`config.mk`:
```
export PLATFORM = sky130hd
export DESIGN_NAME = rx_word_aligner
export DESIGN_NICKNAME = d
export VERILOG_FILES = /design/src/rtl/rx_word_aligner.sv
export SDC_FILE = /design/constraint.sdc
export NUM_CORES = 1
export LEC_CHECK = 0
export ABC_AREA = 1
export BUFFER_PORTS_ARGS = -buffer_cell sky130_fd_sc_hd__buf_2
export CAP_MARGIN = 20
export CORE_MARGIN = 4
export CORE_UTILIZATION = 45
export CTS_BUF_LIST = sky130_fd_sc_hd__clkbuf_8
export CTS_CLUSTER_SIZE = 14
export DETAILED_ROUTE_END_ITERATION = 16
export PLACE_DENSITY = 0.75
export SYNTH_ARGS = -nofsm -noshare
export SYNTH_HDL_FRONTEND = slang
export SYNTH_SLANG_ARGS = --single-unit
```
`constraint.sdc`:
```
create_clock -name clk -period 3.2 [get_ports clk]
set_clock_uncertainty 0.15 [all_clocks]
set_input_delay 0.64 -clock clk [delete_from_list [all_inputs] [get_ports clk]]
set_output_delay 0.64 -clock clk [all_outputs]
set_load 0.02 [all_outputs]
```
`src/rtl/rx_word_aligner.sv`:
```
// rx_word_aligner: per-lane bit-slip word aligner for a deserializer.
// Each lane builds a 2*WIDTH window from its current and previous words.
// While a training pattern is sent, the lane slides a bit offset across
// that window until it has seen LOCK_COUNT consecutive matches. It then
// locks and freezes the offset.
//
// Optional feature macro: RX_ALIGN_ERRCNT_EN. When it is defined, the block
// adds a 16-bit saturating count, per lane, of mismatches seen while locked.
//
// Ports:
//   clk          word clock (slowest divided deserializer clock)
//   rst          asynchronous active-high reset
//   din          LANES*WIDTH deserializer words, lane n at [n*WIDTH +: WIDTH]
//   din_valid    qualifies din on all lanes
//   train_en     training pattern in flight; enables slip search
//   pattern      expected training word
//   realign      single-cycle pulse that restarts alignment on all lanes
//   dout         LANES*WIDTH aligned words (1 clk latency)
//   dout_valid   qualifies dout
//   slip_offset  LANES*OFF_W current bit offset per lane
//   lane_locked  per-lane lock flag
//   all_locked   AND of lane_locked
//   err_cnt      LANES*16 locked-mismatch counts (RX_ALIGN_ERRCNT_EN only)

`ifndef SERDES_STAGES
`define SERDES_STAGES 3
`endif

module rx_word_aligner #(
  parameter int unsigned LANES      = 4,
  parameter int unsigned WIDTH      = 2**`SERDES_STAGES,
  parameter int unsigned LOCK_COUNT = 4,
  localparam int unsigned OFF_W     = $clog2(WIDTH)
) (
  input  logic                   clk,
  input  logic                   rst,
  input  logic [LANES*WIDTH-1:0] din,
  input  logic                   din_valid,
  input  logic                   train_en,
  input  logic [WIDTH-1:0]       pattern,
  input  logic                   realign,
  output logic [LANES*WIDTH-1:0] dout,
  output logic                   dout_valid,
  output logic [LANES*OFF_W-1:0] slip_offset,
  output logic [LANES-1:0]       lane_locked,
  output logic                   all_locked
`ifdef RX_ALIGN_ERRCNT_EN
  ,
  output logic [LANES*16-1:0]    err_cnt
`endif
);

  typedef enum logic [1:0] {SEARCH, CONFIRM, LOCKED} state_t;

  always_ff @(posedge clk or posedge rst) begin
    if (rst) dout_valid <= 1'b0;
    else     dout_valid <= din_valid;
  end

  assign all_locked = &lane_locked;

  for (genvar n = 0; n < LANES; n++) begin : g_lane
    logic [WIDTH-1:0]   word;
    logic [WIDTH-1:0]   prev;
    logic [2*WIDTH-1:0] window;
    logic [WIDTH-1:0]   aligned;
    logic [WIDTH-1:0]   dout_q;
    logic               match;
    logic [OFF_W-1:0]   off_q, off_d;
    logic [3:0]         cnt_q, cnt_d;
    state_t             state_q, state_d;

    assign word    = din[n*WIDTH +: WIDTH];
    assign window  = {word, prev};
    assign aligned = window[off_q +: WIDTH];
    assign match   = (aligned == pattern);

    assign dout[n*WIDTH +: WIDTH]        = dout_q;
    assign slip_offset[n*OFF_W +: OFF_W] = off_q;
    assign lane_locked[n]                = (state_q == LOCKED);

    // Data path keeps running through realign; only alignment state restarts.
    always_ff @(posedge clk or posedge rst) begin
      if (rst) begin
        prev   <= '0;
        dout_q <= '0;
      end else if (din_valid) begin
        prev   <= word;
        dout_q <= aligned;
      end
    end

    always_ff @(posedge clk or posedge rst) begin
      if (rst) begin
        state_q <= SEARCH;
        off_q   <= '0;
        cnt_q   <= '0;
      end else begin
        state_q <= state_d;
        off_q   <= off_d;
        cnt_q   <= cnt_d;
      end
    end

    // WIDTH is a power of two, so the OFF_W-bit increment wraps WIDTH-1 -> 0.
    always_comb begin
      state_d = state_q;
      off_d   = off_q;
      cnt_d   = cnt_q;
      if (realign) begin
        state_d = SEARCH;
        off_d   = '0;
        cnt_d   = '0;
      end else if (din_valid && train_en) begin
        unique case (state_q)
          SEARCH: begin
            if (match) begin
              cnt_d   = 4'd1;
              state_d = (LOCK_COUNT == 1) ? LOCKED : CONFIRM;
            end else begin
              off_d = off_q + OFF_W'(1);
            end
          end
          CONFIRM: begin
            if (match) begin
              cnt_d = cnt_q + 4'd1;
              if (cnt_q + 4'd1 == 4'(LOCK_COUNT)) state_d = LOCKED;
            end else begin
              state_d = SEARCH;
              cnt_d   = '0;
              off_d   = off_q + OFF_W'(1);
            end
          end
          LOCKED: begin
          end
          default: state_d = SEARCH;
        endcase
      end
    end

`ifdef RX_ALIGN_ERRCNT_EN
    logic [15:0] err_q;

    assign err_cnt[n*16 +: 16] = err_q;

    always_ff @(posedge clk or posedge rst) begin
      if (rst) begin
        err_q <= '0;
      end else if (realign) begin
        err_q <= '0;
      end else if (din_valid && train_en && state_q == LOCKED && !match
                   && err_q != '1) begin
        err_q <= err_q + 16'd1;
      end
    end
`endif
  end

endmodule
```
[Word-level counts from Yosys, hierarchy flattened]
Index checks and enable logic that the tools add are counted.
Word-level totals
  output and inout bits: 50
  logic and storage cells: 156
  flip-flop bits (word level): 101
Cells by class
  reductions and logical operators: 31
  add/sub/neg operators: 8
  equal/unequal tests: 32
  shift operators: 4
  muxes and demuxes: 60
Operators by type and width (number)
  2-to-1 mux 4 bit: 16
  variable part select 16 x 4 -> 8 bit: 4
  2-to-1 mux 3 bit: 16
  2-to-1 mux 2 bit: 20
  equality test 8 bit: 4
  case mux 4 bit (2 select lines): 4
  case mux 2 bit (3 select lines): 4
  AND reduction 3 bit: 8
  AND reduction 4 bit: 5
  adder 4 x 1 -> 4 bit (second input constant): 4
  equality test 4 x 3 -> 1 bit (second input constant): 4
  inequality test 2 bit (second input constant): 8
  inequality test 4 bit (second input constant): 4
  adder 3 x 1 -> 3 bit (second input constant): 4
  inequality test 3 bit (second input constant): 4
  nonzero test 3 bit: 4
  nonzero test 2 bit: 5
  equality test 2 x 1 -> 1 bit (second input constant): 4
  equality test 2 bit (second input constant): 4
  zero test 2 bit: 4
  OR reduction 2 bit: 4
  logical AND 1 bit: 1

[Depth between registers and ports, before layout]
  depth after elaboration: 7
  depth in mapped cells: 18
  mapped depth without buffers: 16

[Worst setup path before layout]
No wires, ideal clock.
  kind: register to register
  start point: register g_lane[1].off_q[0]
  end point: register g_lane[1].state_q[1]
  cell stages (with the launch flop): 17
  arrival: 1.802 ns
  setup slack: 1.127 ns
  cell sequence: dfrtp_1 buf_6 inv_4 buf_6 nand2_1 nand3_1 nand3_1 nand2_1 nand2_1 nand2_1 nand2_1 nor2_2 nand2_2 nand2_2 nand2_1 o21bai_1 nand2_1
Between the ends
  word-level cells in the longest chain between the ends: 6
  elaborated cells on any way between the ends: 9
  those cells by class: eq/ne: 3; shift: 1; mux: 4; reduce/logical: 1
RTL lines
  from (decl): line 69  | logic [OFF_W-1:0] off_q, off_d;
  from (signal assigned): line 96  | off_q <= '0;
  from (signal assigned): line 100  | off_q <= off_d;
  variable part select 16 x 4 -> 8 bit *: line 75  | assign aligned = window[off_q +: WIDTH];
  equality test 8 bit *: line 76  | assign match = (aligned == pattern);
  2-to-1 mux 2 bit: line 125  | if (match) begin
  case mux 2 bit (3 select lines): line 115  | unique case (state_q)
  2-to-1 mux 2 bit: line 114  | end else if (din_valid && train_en) begin
  2-to-1 mux 2 bit: line 110  | if (realign) begin
  to (signal assigned): line 99  | state_q <= state_d;
  to (decl): line 71  | state_t state_q, state_d;
Mark *: on every way between the ends. The rest lies on a longest branch, timed or not. The select of a mux whose other input is x is not followed.
A chain may end at the register's enable or synchronous reset.

[Worst setup path in the final report]
  start point: register g_lane[2].off_q[0]
  end point: register g_lane[2].cnt_q[0]
Between the ends
  word-level cells in the longest chain between the ends: 6
  elaborated cells on any way between the ends: 8
  those cells by class: eq/ne: 2; shift: 1; mux: 4; reduce/logical: 1
RTL lines
  from (decl): line 69
  from (signal assigned): line 96
  from (signal assigned): line 100
  variable part select 16 x 4 -> 8 bit *: line 75
  equality test 8 bit *: line 76
  2-to-1 mux 4 bit: line 125
  case mux 4 bit (2 select lines): line 115
  2-to-1 mux 4 bit: line 114
  2-to-1 mux 4 bit: line 110
  to (signal assigned): line 101  | cnt_q <= cnt_d;
  to (decl): line 70  | logic [3:0] cnt_q, cnt_d;
Marks and branches as above.

==> flow_summary.ini <==
[outcome]
status = completed

[clock_network]
max-clock-path-buffers = 2
postCtsSetupRepairBufs = 0
cts.reportedPaths.clkPinSlew_ns = 0.10
post_cts_resized = 0
clk_latency_ns = 0.40
hold_buffers = 0
cts_sinks = 101
cts_tree = yes
htree_levels = 3
cts_root_buffer = clkbuf_8
cts_buffers = 9

[floorplanning]
io_pins = 95
start_util_pct = 46.4
placementRows = 44
dieArea_um2 = 17100
core_um2 = 14600
fp.dieW_um = 131
fp.dieH_um = 131

[synth]
netlist_instances = 1011
yosys_warnings = 0
syn-num-nets = 1068
yosys.area.top_type = dfrtp_1
async_flop_share_pct = 100
synth_area_um2 = 6790
synth_top_area_share_pct = 37.2
synth_flop_cell = dfrtp_1
synthDistinctLibCells = 34
syn_area_per_cell_um2 = 6.71
synth_edf_count = 0
synth_seq_area_share_pct = 37.2
synth-seq-cells = 101
synth_area_leaders = dfrtp_1 37%, nand2_1 22%, nand3_1 14%, inv_1 3.0%, nor2_1 2.9%

[sta]
rsz0062_at_grt = false
drv_slew = 0
period_minus_slack_ns = 2.63
tightest_slew_ns = 0.700
hold_viol_final = 0
setup_violations = 0
max_slew_margin_pct = 53.3
tns_ns = 0
finalCritPeriodShare_pct = 82.1
fmax_mhz = 380

[global_route]
grt_max_degree = 102
overflow = 0
grt_pass1_vias = 6224
grt.total_usage_pct = 22.8
antenna_found_initial = 0
grt_first_pass_wirelength_um = 30900

[detailed_routing]
vias = 6950
drt_drc_violations_left = 0
detail_route.vias_per_cell = 5.46
ant_nets = 0
drt_pass1_iterations = 5
drt-total-wl_um = 19000
drtIter0Drc = 701
wl_per_cell_um = 15.0

[critical_path]
critical_path_class = flip-flop to flip-flop
required_ns = 3.34
critPathLaunchType = flip-flop
cp-end-kind = flip-flop
cp_max_fo = 18
crit_arrival_ns = 2.76

[place]
gp_congestion = 0.921
io_buffer_count = 94
place_hpwl_um = 13700
place_inst = 1256

[hold_path]
hold_class = primary input to async pin

[cells_and_area]
final_nets = 1140
area_growth_pct = 10.5
mostFrequentLayoutCell = nand2_1
fin_cells = 1272
drive_gt1_share_pct = 14.8
final_cell_mix = 397 x nand2_1, 188 x nand3_1, 101 x dfrtp_1
n_antenna_cell = 0
fillers = 1474

[power_and_ir_drop]
ir_drop_mv = 0.212
leakagePower_nw = 4.00
p_per_area_nw_per_um2 = 555

[flow_run]
maxCapViolCount = 0
==> layout make-up <==
type                            count  area [µm²]  area share (%)
Tap cell                          184         230            3.07
Sequential cell                   101        2530            33.7
Clock buffer                       10         138            1.83
Clock inverter                      6        46.3           0.617
Multi-Input combinational cell    800        3750            49.9
Timing Repair Buffer              102         543            7.24
Inverter                           69         273            3.64
==> cell families after synthesis <==
family,synth area share [%]
AOI/OAI and AO/OA,8.04
xor gates and xnor gates,1.42
adders and majority gates,2.21
buffers and inverters,7.58
DFF,37.2
and+or+nand+nor,43.5
==> cells in the mapped netlist, types with 3 or more instances <==
| library cell | instances |
|---|---|
| nand2_1 | 397 |
| nand3_1 | 188 |
| dfrtp_1 | 101 |
| inv_1 | 55 |
| nor2_1 | 53 |
| o21ai_0 | 35 |
| a31oi_1 | 29 |
| clkbuf_1 | 17 |
| ha_1 | 12 |
| buf_2 | 10 |
| nand3_2 | 10 |
| o21ai_1 | 10 |
| a21oi_1 | 9 |
| buf_6 | 9 |
| nor2_2 | 9 |
| nand2_2 | 8 |
| xnor2_1 | 8 |
| inv_2 | 6 |
| nor3_1 | 6 |
| clkinv_1 | 5 |
| nand4_1 | 5 |
| o21bai_1 | 5 |
| o211ai_1 | 4 |
| buf_4 | 3 |
| nand3b_1 | 3 |
| xor2_1 | 3 |
==> final timing paths <==
check                      depth (start not counted)  slack (ns)                  to          startpoint
setup / recovery                                  15        0.57  g_lane[2].cnt_q[0]  g_lane[2].off_q[0]
hold / removal                                     3        0.21   g_lane[3].prev[0]                 rst
setup reg to reg                                  15        0.57  g_lane[2].cnt_q[0]  g_lane[2].off_q[0]
hold reg to reg                                    2        0.34   g_lane[2].prev[0]   g_lane[2].prev[0]
max in group asynchronous                          3        2.24   g_lane[1].prev[5]                 rst
min in group clk                                   3        0.29   g_lane[1].prev[7]             din[15]
==> sequential cells by signal, summed over array words and instances (netlist names) <==
name            count
dout_valid          1
g_lane.cnt_q       16
g_lane.dout_q      32
g_lane.off_q       12
g_lane.prev        32
g_lane.state_q      8
==> worst max-delay path: stages (launching register included) <==
cell	delay, ns
dfrtp_1	0.81
inv_6	0.16
nand2_1	0.12
nand3_1	0.12
nand3_1	0.16
nand2_1	0.07
nand2_1	0.06
nand2_1	0.05
inv_1	0.05
nand2_1	0.05
nor2_2	0.18
nand2_1	0.11
nand2_1	0.11
nand3b_2	0.17
nand2_1	0.10
o21ai_1	0.06
==> through the flow <==
step                utilization [%]  total power [mW]  hold WS, ns  setup slack (ns)  area [µm²]
finish                         51.2              4.17        0.215             0.571        7500
global route                   51.2              4.49        0.270             0.303        7500
CTS                            51.2              4.17        0.260             0.601        7500
detailed placement             50.0              3.37        0.316             0.626        7320
global placement               50.0              3.34        0.305             0.665        7320
floorplan                         -              2.92        0.292              1.13        6790
==> where the power goes <==
part,switching (mW),internal [mW]
combinational,1.10,0.546
clock,0.498,0.308
sequential,0.241,1.48
==> layer usage <==
| metal | wire, µm | track usage [%] |
|---|---|---|
| met5 | 0 | 0 |
| met2 | 8620 | 35.9 |
| met3 | 1520 | 6.14 |
| met1 | 8670 | 31.5 |
| met4 | 216 | 5.08 |
Note: power is estimated with default switching activity, not from simulation.
